<file path="src/rtl/regfile_wb_arbiter.sv">
// Write-back arbiter sharing the register-file write port between ALU and load streams, plus busy scoreboard.
// Optional macro REGWB_ZERO_GUARD_EN hardwires register 0 as zero (no write strobe, never busy).
module regfile_wb_arbiter #(
    parameter int NREG = 32,
    parameter int DW   = 32
) (
    input  logic          clk,
    input  logic          reset,
    input  logic          alu_valid,
    input  logic [4:0]    alu_reg,
    input  logic [DW-1:0] alu_data,
    output logic          alu_ready,
    input  logic          mem_valid,
    input  logic [4:0]    mem_reg,
    input  logic [DW-1:0] mem_data,
    output logic          mem_ready,
    input  logic          issue_valid,
    input  logic [4:0]    issue_reg,
    input  logic [4:0]    Read_register1,
    input  logic [4:0]    Read_register2,
    output logic          rs1_busy,
    output logic          rs2_busy,
    output logic          RegWrite,
    output logic [4:0]    Write_register,
    output logic [DW-1:0] Write_data
);

    localparam logic LG_ALU = 1'b0;
    localparam logic LG_MEM = 1'b1;

    logic            last_grant_q, last_grant_d;
    logic            regwrite_q, regwrite_d;
    logic [4:0]      write_register_q, write_register_d;
    logic [DW-1:0]   write_data_q, write_data_d;
    logic [NREG-1:0] busy_q, busy_d;

    logic            grant_alu, grant_mem, xfer, wr_en, set_en;
    logic [4:0]      win_reg;
    logic [DW-1:0]   win_data;

    // Tie goes to whichever requester did not win the previous transfer.
    always_comb begin
        grant_alu = !reset && alu_valid && (!mem_valid || (last_grant_q == LG_MEM));
        grant_mem = !reset && mem_valid && (!alu_valid || (last_grant_q == LG_ALU));
        xfer      = grant_alu || grant_mem;
        win_reg   = grant_alu ? alu_reg  : mem_reg;
        win_data  = grant_alu ? alu_data : mem_data;
`ifdef REGWB_ZERO_GUARD_EN
        wr_en     = xfer && (win_reg != 5'd0);
        set_en    = issue_valid && (issue_reg != 5'd0);
`else
        wr_en     = xfer;
        set_en    = issue_valid;
`endif
    end

    assign alu_ready = grant_alu;
    assign mem_ready = grant_mem;

    always_comb begin
        last_grant_d     = last_grant_q;
        regwrite_d       = wr_en;
        write_register_d = write_register_q;
        write_data_d     = write_data_q;
        busy_d           = busy_q;
        if (xfer) begin
            last_grant_d     = grant_alu ? LG_ALU : LG_MEM;
            busy_d[win_reg]  = 1'b0;
        end
        if (wr_en) begin
            write_register_d = win_reg;
            write_data_d     = win_data;
        end
        // Applied after the clear so a new producer on the same index stays outstanding.
        if (set_en) begin
            busy_d[issue_reg] = 1'b1;
        end
    end

    always_ff @(posedge clk) begin
        if (reset) begin
            last_grant_q     <= LG_MEM;
            regwrite_q       <= 1'b0;
            write_register_q <= 5'd0;
            write_data_q     <= '0;
            busy_q           <= '0;
        end else begin
            last_grant_q     <= last_grant_d;
            regwrite_q       <= regwrite_d;
            write_register_q <= write_register_d;
            write_data_q     <= write_data_d;
            busy_q           <= busy_d;
        end
    end

    assign RegWrite       = regwrite_q;
    assign Write_register = write_register_q;
    assign Write_data     = write_data_q;

`ifdef REGWB_ZERO_GUARD_EN
    assign rs1_busy = busy_q[Read_register1] && (Read_register1 != 5'd0);
    assign rs2_busy = busy_q[Read_register2] && (Read_register2 != 5'd0);
`else
    assign rs1_busy = busy_q[Read_register1];
    assign rs2_busy = busy_q[Read_register2];
`endif

endmodule
</file>
<file path="config.mk">
export PLATFORM = sky130hd
export DESIGN_NAME = regfile_wb_arbiter
export DESIGN_NICKNAME = d
export VERILOG_FILES = /design/src/rtl/regfile_wb_arbiter.sv
export SDC_FILE = /design/constraint.sdc
export NUM_CORES = 1
export LEC_CHECK = 0
export CORE_MARGIN = 10
export CORE_UTILIZATION = 49
export DETAILED_ROUTE_END_ITERATION = 16
export MAX_ROUTING_LAYER = met4
export PLACE_DENSITY_LB_ADDON = 0.12
export SLEW_MARGIN = 10
export SYNTH_ARGS = -nofsm -noshare
export SYNTH_HDL_FRONTEND = slang
export SYNTH_SLANG_ARGS = --single-unit
</file>
<file path="constraint.sdc">
create_clock -name clk -period 4.6 [get_ports clk]
set_input_delay 1.15 -clock clk [delete_from_list [all_inputs] [get_ports clk]]
set_output_delay 1.15 -clock clk [all_outputs]
set_load 0.02 [all_outputs]
</file>
Word level (Yosys, flattened, before mapping)

Cells that the tools add are included.

Register bits: 71
Latch bits: 0
Bits in writable memories: 0
ROM bits: 0
Input bits: 94
Output and inout port bits: 42
Logic and storage cells: 40
Memories kept: 0

$add $sub $neg: 0
$mul: 0
Divide/modulo/power cells: 0
Order comparisons: 6
Eq/ne operators: 0
Shift operators: 0
Mux-type cells: 13
Bitwise gates (word level): 4
Reduce and logical (&&, ||, !) cells: 12

Operators by type and width:

| cell                                                                  | number |
|---|---|
| 32-bit two-way mux                                                    | 3 |
| 32-bit AND                                                            | 1 |
| 32-bit inverter                                                       | 1 |
| 32-bit OR                                                             | 1 |
| 5-bit by 6-bit < comparator with 1-bit output, second input constant  | 4 |
| 1-bit binary-select mux with 5-bit select                             | 2 |
| 1-bit demux with 5-bit select                                         | 2 |
| 5-bit by 1-bit >= comparator with 1-bit output, second input constant | 2 |
| 1-bit logical AND                                                     | 6 |
| 1-bit two-way mux                                                     | 5 |
| 5-bit two-way mux                                                     | 1 |
| 1-bit logical NOT                                                     | 3 |
| 1-bit logical OR                                                      | 3 |
| 1-bit inverter                                                        | 1 |

Longest topological paths before layout

Depth in word-level cells: 13
Mapped depth: 8
Depth with buffers taken out: 5

Least setup slack after synthesis

OpenSTA, ideal clock, no wires.

Kind: input-to-output
From: input port Read_register1[1]
To: output port rs1_busy
Arrival time: 2.518 ns
Required time: 3.450 ns
Path slack: 0.932 ns
Cell stages on the path: 5
Cell sequence: buf_6 mux4_1 mux2i_1 and3_1 nor4_1

Cells in the longest elaborated chain, start to end: 2

RTL lines:

| element                                   | RTL line | source |
|---|---|---|
| start, declared                           | 19       | `input logic [4:0] Read_register1,` |
| 1-bit binary-select mux with 5-bit select | 104      | `assign rs1_busy = busy_q[Read_register1];` |
| 1-bit two-way mux (not written as such)   | 104      |  |
| end, declared                             | 21       | `output logic rs1_busy,` |

No other way between the ends. The select of a mux whose other input is x is not followed.

Final worst setup path

From: input port Read_register2[2]
To: output port rs2_busy

Cells in the longest elaborated chain, start to end: 2

RTL lines:

| element                                   | RTL line | source |
|---|---|---|
| start, declared                           | 20       | `input logic [4:0] Read_register2,` |
| 1-bit binary-select mux with 5-bit select | 105      | `assign rs2_busy = busy_q[Read_register2];` |
| 1-bit two-way mux (not written as such)   | 105      |  |
| end, declared                             | 22       | `output logic rs2_busy,` |

No other way between the ends. The select of a mux whose other input is x is not followed.

==> summary.md <==
| Metric | Value |
|---|---|
| Status | finished clean |
| Tcrit/Tclk final | 98.22% |
| Final net count | 638 |
| Via density | a little under 6 |
| # setup viols final | 0 |
| Post-synth EDFFs | 0 |
| Synth Area per Inst | just under 9 µm² |
| Global-route wire length before repair | 19780 µm |
| CTS max path bufs | 2 |
| Crit path kind | input port to primary output |
| R2R Path Start | last_grant_q |
| Area of the mapped netlist | around 0.0038 mm² |
| Crit start category | input port |
| Register area share after synthesis | a little under two fifths |
| Shortest period the worst path allows | 4.518 ns |
| Clock sink count | 71 |
| TritonCTS Buffers | 9 |
| Critical path required time | roughly 3.5 ns |
| Most common cell after layout, fill and taps aside | clkdlybuf4s50_1 |
| Die Y | between 100 and 150 µm |
| Drt first pass iters | 4 |
| Post-synthesis cell count | 430 |
| Number of hold violations in the final report | 0 |
| Final worst slack | ~0.082 ns |
| Pwr Density | roughly 300 mW/mm² |
| Layout area overhead | 41.19% |
| Resize count post-CTS | 2 |
| Clock Latency Late Sink | about 0.34 ns |
| Asr flop ratio synth | 0% |
| Root Buffer | clkbuf_8 |
| Die W | ~110 µm |
| Largest area contributor in the netlist | dfxtp_1 |
| Setup slack at placement | -0.06302 ns |
| Core area | 0.007687 mm² |
| Max cap viols | 0 |
| WL/cell | between 15 and 20 µm |
| Largest net degree at the start of global routing | 65 |
| P_leak | 1.950 nW |
| Drt total wl | between 10000 and 15000 µm |
| Post-Layout Cell Count | between 600 and 700 |
| Yosys top cell area share | 37.08% |
| Synth Register Bits | just over 70 |
| Crit path max fanout | 3 |
| Via count | about 3900 |
| Row cnt | 32 |
| Port bufs | 135 |
| Post-route clock skew | ~0.007 ns |
| Ys flop type | dfxtp_1 |
| Die area | between 0.01 and 0.015 mm² |
| Vias in the first global route | between 3000 and 4000 |
| Gp weighted congestion | between 0.8 and 0.9 |
| Setup bufs post-CTS | 0 |
| Dpl cells | roughly 640 |
| RSZ-0062 raised after global routing | no |
| Fmax | approximately 220 MHz |
| Commonest non-fill, non-tap cells in the layout | clkdlybuf4s50_1, dfxtp_1, nand2_1 |
| Share of cells above drive strength 1 | ~8% |
| Remaining antenna violation count | 0 |
| Worst hold path startpoint | Write_register[2] |
| CP Capture Type | primary output |
| CTS H-Tree Depth | 3 |
| FF-to-FF path depth | 5 |
| Crit path from | Read_register2[2] |
| Fin area | roughly 0.0054 mm² |
| Drt initial violations | about 230 |
| Initial antenna violation count | 0 |
| Slew @ Worst Pin | 1.045 ns |
| Overall Global Routing Usage | a little over a fifth |
| Clk slew on worst S/H paths | 0.08 ns |
| Worst slew margin | 30.09% |
| Grt total ovfl | 0 |
| Area of placed instances | 0.005177 mm² |
| Hold Path Cell Cnt | 2 |
| VDD IR max | ~200 µV |
| Total Neg Setup Slack | 0 ns |
| Hold Crit Class | flop to flop |
| Ant diodes | 0 |
| Final number of max-transition violations | 0 |
| Post-layout util | between 70% and 80% |
| DRC Markers | 0 |
| Netlist cell types | 38 |
| Post-DP HPWL | around 9500 µm |
| Initial Utilization | roughly half |
| Crit path arrival time | ~3.4 ns |
| Synth top area cells | dfxtp_1, mux4_1, a311oi_1 |
| I/O pins | 136 |
| CTS Hold Bufs | 0 |
| Syn nets | between 500 and 600 |
| Ys Warns | 0 |
| CTS tree | built |
-- kinds of logic after synthesis --
logic type,synth area share (%)
compound gates,21.67
buf+inv,5.744
flops,37.08
mux,13.25
simple gates,22.26
-- cells in the mapped netlist (3+ instances only) --
library cell,n
buf_6,4
nand3b_1,6
nand4b_1,3
mux4_1,14
dfxtp_1,71
and3b_1,3
nand2b_1,3
nor3b_2,4
a21oi_1,35
nor3_1,34
nor2b_1,6
o21ai_0,6
mux2i_1,5
mux2_2,4
nor3b_1,7
o22ai_1,32
and3_1,4
nand2_1,47
a311oi_1,37
buf_2,14
clkbuf_1,22
nor2_1,43
nand3_1,4
-- power by group --
part	internal [mW]	switching [mW]
Sequential	0.646	0.0177
Combinational	0.175	0.171
Clock	0.359	0.234
-- flip-flops by register name, summed over array words and instances, names as in the netlist --
name and flops:
Write_data 32, busy_q 32, Write_register 5, RegWrite 1, last_grant_q 1
-- worst max-delay path, stage by stage --
cell	delay [ns]
clkdlybuf4s50_1	0.54
mux4_1	0.57
mux2_2	0.29
nor3b_1	0.18
nor4_1	0.08
clkdlybuf4s50_1	0.54
-- area by class of cell --
class | instances | area (µm²)
fillers | 616 | 2275
clock inverters | 5 | 107.6
multi-input cells | 313 | 2192
clock buffers | 10 | 127.6
repair buffers | 145 | 1421
inverters | 4 | 15.01
well taps | 102 | 127.6
flip-flops and latches | 71 | 1421
-- through the flow --
stage	hold slack (ns)	total power [mW]
after floorplan	0.4953	0.8460
after global placement	0.4842	1.017
after detailed placement	0.4970	1.023
after CTS	0.5134	1.610
after global routing	0.5374	1.667
final	0.5091	1.603
-- routing by layer --
metal	track usage (%)	up-vias	share of wire, %
li1	-	1876	-
met3	9.340	8	9.9
met1	25.09	1827	42
met5	-	-	0
met2	34.61	150	48
met4	4.896	0	0.68
-- worst paths after layout --
path                        to  slack [ns]
min          Write_register[2]        0.51
max reg2reg         busy_q[15]        2.63
max                   rs2_busy        0.08
min reg2reg  Write_register[2]        0.51
(Power assumes the default switching activity.)
==> patch 1, RTL diff (same settings) <==
The option `REGWB_ZERO_GUARD_EN` is turned on by a define.
--- a/src/rtl/regfile_wb_arbiter.sv
+++ b/src/rtl/regfile_wb_arbiter.sv
@@ -1,5 +1,7 @@
 // Write-back arbiter sharing the register-file write port between ALU and load streams, plus busy scoreboard.
 // Optional macro REGWB_ZERO_GUARD_EN hardwires register 0 as zero (no write strobe, never busy).
+`define REGWB_ZERO_GUARD_EN
+
 module regfile_wb_arbiter #(
     parameter int NREG = 32,
     parameter int DW   = 32
Formal check against the unedited RTL: not equivalent (Yosys sat finds a counterexample within 4 cycles, from zero or initial values and one cycle with reset high).
==> patch 1 against the unedited design <==
Combinational power grew 9.0%; critical endpoint is now rs1_busy; worst setup slack improved by 0.048 ns; power fell by 1.1%; area after synthesis is 1.5% higher; largest cell class unchanged; sequential power fell by 0.6%; sequential share of layout area down 0.69 points; sequential cell count is 1 lower; wire length grew 6.2%; cell area increased by 1.3%; via count up 6.5%; largest power group unchanged.
==> patch 1: results (changes against the unedited design) <==
** Clock tree
- Resize count post-CTS :: 1 (-1)
- After clock tree synthesis, the clock-pin slew on the worst setup and hold paths is around 0.07 ns.

** GRT
- Total Routing Usage GR :: 23.2% (+1.4 points)
- Met3 usage :: 10.9% (+1.5 points)
- First-pass GRT wire length :: 21200 microns (+7.4%)
- Met2 global-route usage :: 35.6% (+1.0 points)

** Yosys
- The post-synthesis net count is 572 (+9.2%).
- Share of synthesized area occupied by flip-flops and latches :: 36.0% (-1.1 points)
- The proportion of synthesized flip-flops having asynchronous set or reset is 0% (unchanged).
- Post-synth top area share :: 36.0% (-1.1 points)
- Post-synthesis cell count :: 478 (+11%)
- By count the netlist is led by sky130_fd_sc_hd__nand2_1 (107), sky130_fd_sc_hd__dfxtp_1 (70), sky130_fd_sc_hd__nor2_1 (52), sky130_fd_sc_hd__a311oi_1 (36), sky130_fd_sc_hd__o21ai_0 (24).
- Sorting the synthesized cells by area gives the leading types as sky130_fd_sc_hd__dfxtp_1 (36%), sky130_fd_sc_hd__nand2_1 (10%), sky130_fd_sc_hd__a311oi_1 (8.1%).
- The unique cell type count in the Yosys netlist came to 52 (+37%).
- For this run, the leading register cell type out of synthesis is sky130_fd_sc_hd__dfxtp_1.

** Drt
- Vias :: 4111 (+6.5%)
- The total wire length after detailed routing came to 13500 microns (+6.2%).
- The met2 wire length came to 6170 microns (+1.8%).
- Initial DRT Pass Iterations :: 5 (+1)
- Detailed-routing wirelength on met1 :: 5410 microns (+2.8%)
- Detail Route met3 WL :: 1510 microns (+20%)
- The violation count after the first detailed-routing iteration is 255 (+13%).

** Place
- Placer Congestion :: 0.944 (+8.1%)
- The worst slack after detailed placement came to -0.0245 ns (+0.0385 ns).
- Post-DP HPWL :: 10300 microns (+7.9%)
- The count of placed standard cells including taps was 690 (+8.7%).

** Critical path
- The biggest cell delay along the critical path was 0.55 ns (-0.02 ns).
- The critical path arrival is 3.32 ns (-0.05 ns).

** Power
- The switching share of power came to 27.8% (+1.5 points).
- The share of power burned in registers was 41.7% (+0.3 points).
- The reported leakage power was 2.09 nW (+7.0%).
- The maximum VDD drop came to 0.172 mV (-14%).
- The areal power density over the cells was 289 nW/um^2 (-2.4%).

** Timing
- The final clock skew came to 0.00768 ns (+0.000653 ns).
- The worst max-slew margin expressed relative to the limit is 31.2% (+1.1 points).

** Status
- Outcome :: complete, no violations

** Layout
- Fill cell count :: 613 (-0.49%)
- Fraction of final layout cells with drive strength greater than 1 :: 10.1% (+2.3 points)
- The final standard cell count with taps included and fillers excluded is 706 (+8.6%).
patch 1: cell type report:
type                       instances  share of cell area [%]
tap                              102                    2.33
sequential                        70                    25.6
multi-input combinational        358                    40.9
clock inverter                     4                    1.28
inverter                          11                   0.753
clock buffer                      12                    2.65
timing repair buffer             149                    26.5
patch 1: kinds of logic after synthesis:
family	share of synthesized area, %
AO/OA/AOI/OAI	23.6
buffers and inverters	6.46
flip-flops	36.0
multiplexers	9.74
AND/OR/NAND/NOR	24.2
patch 1: path summary, 6_finish.rpt:
check,from,end,slack [ns],cells past startpoint
max,Read_register1[2],rs1_busy,0.13,6
min,busy_q[10],busy_q[10],0.49,2
max reg2reg,last_grant_q,Write_data[26],2.58,7
min reg2reg,busy_q[10],busy_q[10],0.49,2
patch 1: stage by stage:
stage               utilization [%]  hold slack (ns)  cell area, sq um
finish                         70.9            0.488              5480
detailed placement             68.1            0.480              5260
CTS                            70.9            0.493              5480
global route                   70.9            0.508              5480
global placement               68.1            0.459              5260
floorplan                         -            0.443              3890
==> patch 2, RTL diff (same flow settings) <==
Without the edit above. Make the reset (`reset`) asynchronous in one clocked block.
--- a/src/rtl/regfile_wb_arbiter.sv
+++ b/src/rtl/regfile_wb_arbiter.sv
@@ -77,7 +77,7 @@
         end
     end
 
-    always_ff @(posedge clk) begin
+    always_ff @(posedge clk or posedge reset) begin
         if (reset) begin
             last_grant_q     <= LG_MEM;
             regwrite_q       <= 1'b0;
Behaviour: differs if reset is asserted again (counterexample within 4 cycles, from zero or initial values and one cycle with reset high); with reset held inactive, the same outputs for 4 cycles.
==> patch 2 against the unedited design <==
Area after synthesis grew 3.7%; largest cell class unchanged; via count is 4.6% lower; clock power decreased by 25%; wire length fell by 3.0%; power grew 18%; sequential cell count stayed put; maximum frequency up 2.3%; cell area grew 3.0%; worst setup slack improved by 0.10 ns; die area increased by 3.0%.
==> patch 2: results (changes against the unedited design) <==
** Status
- Outcome :: complete, no violations

** Drt
- WL final :: 12300 microns (-3.0%)
- Initial DRT Pass Iterations :: 5 (+1)
- Vias :: 3684 (-4.6%)
- The violation count after the first detailed-routing iteration was 166 (-26%).

** GRT
- Total Routing Usage GR :: 21.3% (-0.53 points)
- Via count of the first global-routing pass :: 3849 (+1.9%)
- The pin count of the biggest net entering global routing is 75 (+15%).
- First-pass GRT wire length :: 19700 microns (-0.24%)

** Layout
- The number of diodes added for antenna fixing was 0 (unchanged).
- Number of nets in the final layout :: 621 (-2.7%)
- The layout filler cell count was 611 (-0.81%).
- The fraction of final layout cells with drive strength greater than 1 was 7.52% (-0.33 points).

** Critical path
- The top fanout value on the critical path came to 4 (+1).
- The largest individual stage delay along the critical path comes from the cell sky130_fd_sc_hd__clkdlybuf4s50_1.
- The biggest cell delay along the critical path came to 0.54 ns (-0.03 ns).
- The critical path arrival was 3.27 ns (-0.10 ns).
- Depth of the most critical reg-to-reg path :: 6 (+1)
- The slack of the worst reg-to-reg path came to 2.54 ns (-0.09 ns).

** Yosys
- Leading post-synthesis cells by cell area :: sky130_fd_sc_hd__dfrtp_1 (44%), sky130_fd_sc_hd__mux2i_1 (17%), sky130_fd_sc_hd__o21ai_0 (8.1%)
- Post-synthesis cell count :: 399 (-7.2%)
- Cell variety after synth :: 43 (+13%)
- Share of synthesized area occupied by flip-flops and latches :: 44.7% (+7.7 points)
- The post-synthesis net count is 493 (-5.9%).
- Top cells by count, synth :: sky130_fd_sc_hd__dfrtp_1 (70), sky130_fd_sc_hd__mux2i_1 (68), sky130_fd_sc_hd__o21ai_0 (64), sky130_fd_sc_hd__nand2_1 (53), sky130_fd_sc_hd__o31ai_1 (32)
- FFs w/ async S/R, synth :: 100% (+100 points)

** Clock tree
- The post-cts sizing count came to 0 (-2).

** Place
- Minimum setup slack after placement :: 0.230 ns (+0.293 ns)
- The global placer's final weighted congestion was 0.937 (+7.3%).
- The post-place instance area came to 5400 sq um (+4.3%).
- The post-detailed-placement half-perimeter wirelength is 9560 microns (+0.31%).

** Timing
- Clk_skew :: 0.00892 ns (+0.00189 ns)
- Post-layout worst setup margin :: 0.183 ns (+0.102 ns)
- The slew of the pin with the lowest slew margin is 0.913 ns (-0.132 ns).

** Power
- The maximum VDD drop is 0.219 mV (+9.6%).
## patch 2: cell count changes after synthesis, moves of 15 or more
cell,change
sky130_fd_sc_hd__a21oi_1,-26
sky130_fd_sc_hd__nor3_1,-33
sky130_fd_sc_hd__a311oi_1,-37
sky130_fd_sc_hd__clkbuf_1,-15
sky130_fd_sc_hd__dfrtp_1,+70
sky130_fd_sc_hd__o31ai_1,+32
sky130_fd_sc_hd__dfxtp_1,-71
sky130_fd_sc_hd__o22ai_1,-32
sky130_fd_sc_hd__o21ai_0,+58
sky130_fd_sc_hd__nor2_1,-39
sky130_fd_sc_hd__mux2i_1,+63
## patch 2: critical path, delay by kind of cell
family | cells | cell delay [ns]
AO/OA/AOI/OAI | 3 | 0.56
AND/OR/NAND/NOR | 2 | 0.51
buffers and inverters | 2 | 1.05
## patch 2: worst paths after layout
check	from	endpoint
worst max register to register	last_grant_q	busy_q[30]
max in group asynchronous	reset	busy_q[30]
worst min register to register	Write_data[8]	Write_data[8]
worst min-delay path	Write_data[8]	Write_data[8]
worst max-delay path	Read_register2[0]	rs2_busy
min in group asynchronous	reset	Write_data[14]
## patch 2: cells by family (layout without fill, tap and decap cells)
group | count (synthesis) | after routing | synth area share [%]
multiplexers | 70 | 70 | 17.9
flip-flops | 71 | 71 | 44.7
AO/OA/AOI/OAI | 134 | 134 | 20.8
buffers and inverters | 27 | 160 | 3.68
AND/OR/NAND/NOR | 97 | 97 | 12.9
## patch 2: through the flow
step	hold slack (ns)	util (%)
floorplan	0.478	-
global placement	0.461	69.1
detailed placement	0.469	69.1
CTS	0.485	71.4
global route	0.505	71.4
finish	0.480	71.4
## patch 2: power breakdown
| part | internal (mW) | switching (mW) | total, mW | leakage [nW] |
|---|---|---|---|---|
| clock network | 0.209 | 0.233 | 0.442 | 0.0853 |
| logic | 0.294 | 0.298 | 0.592 | 1.46 |
| registers | 0.749 | 0.104 | 0.853 | 0.860 |
| total | 1.25 | 0.634 | 1.89 | 2.41 |
## patch 2: routing by layer
metal  routed length [microns]  global-route usage (%)
met4                       210                    7.62
met5                         0                       -
met1                      4850                    24.4
met2                      5890                    32.9
met3                      1350                    8.82
## patch 2: area by class of cell
type	instances	share of cell area, %
clock buffers	11	2.54
clock inverters	5	0.606
inverters	4	0.314
multi-input cells	301	37.0
flip-flops and latches	71	31.9
well taps	102	2.29
repair buffers	140	25.4
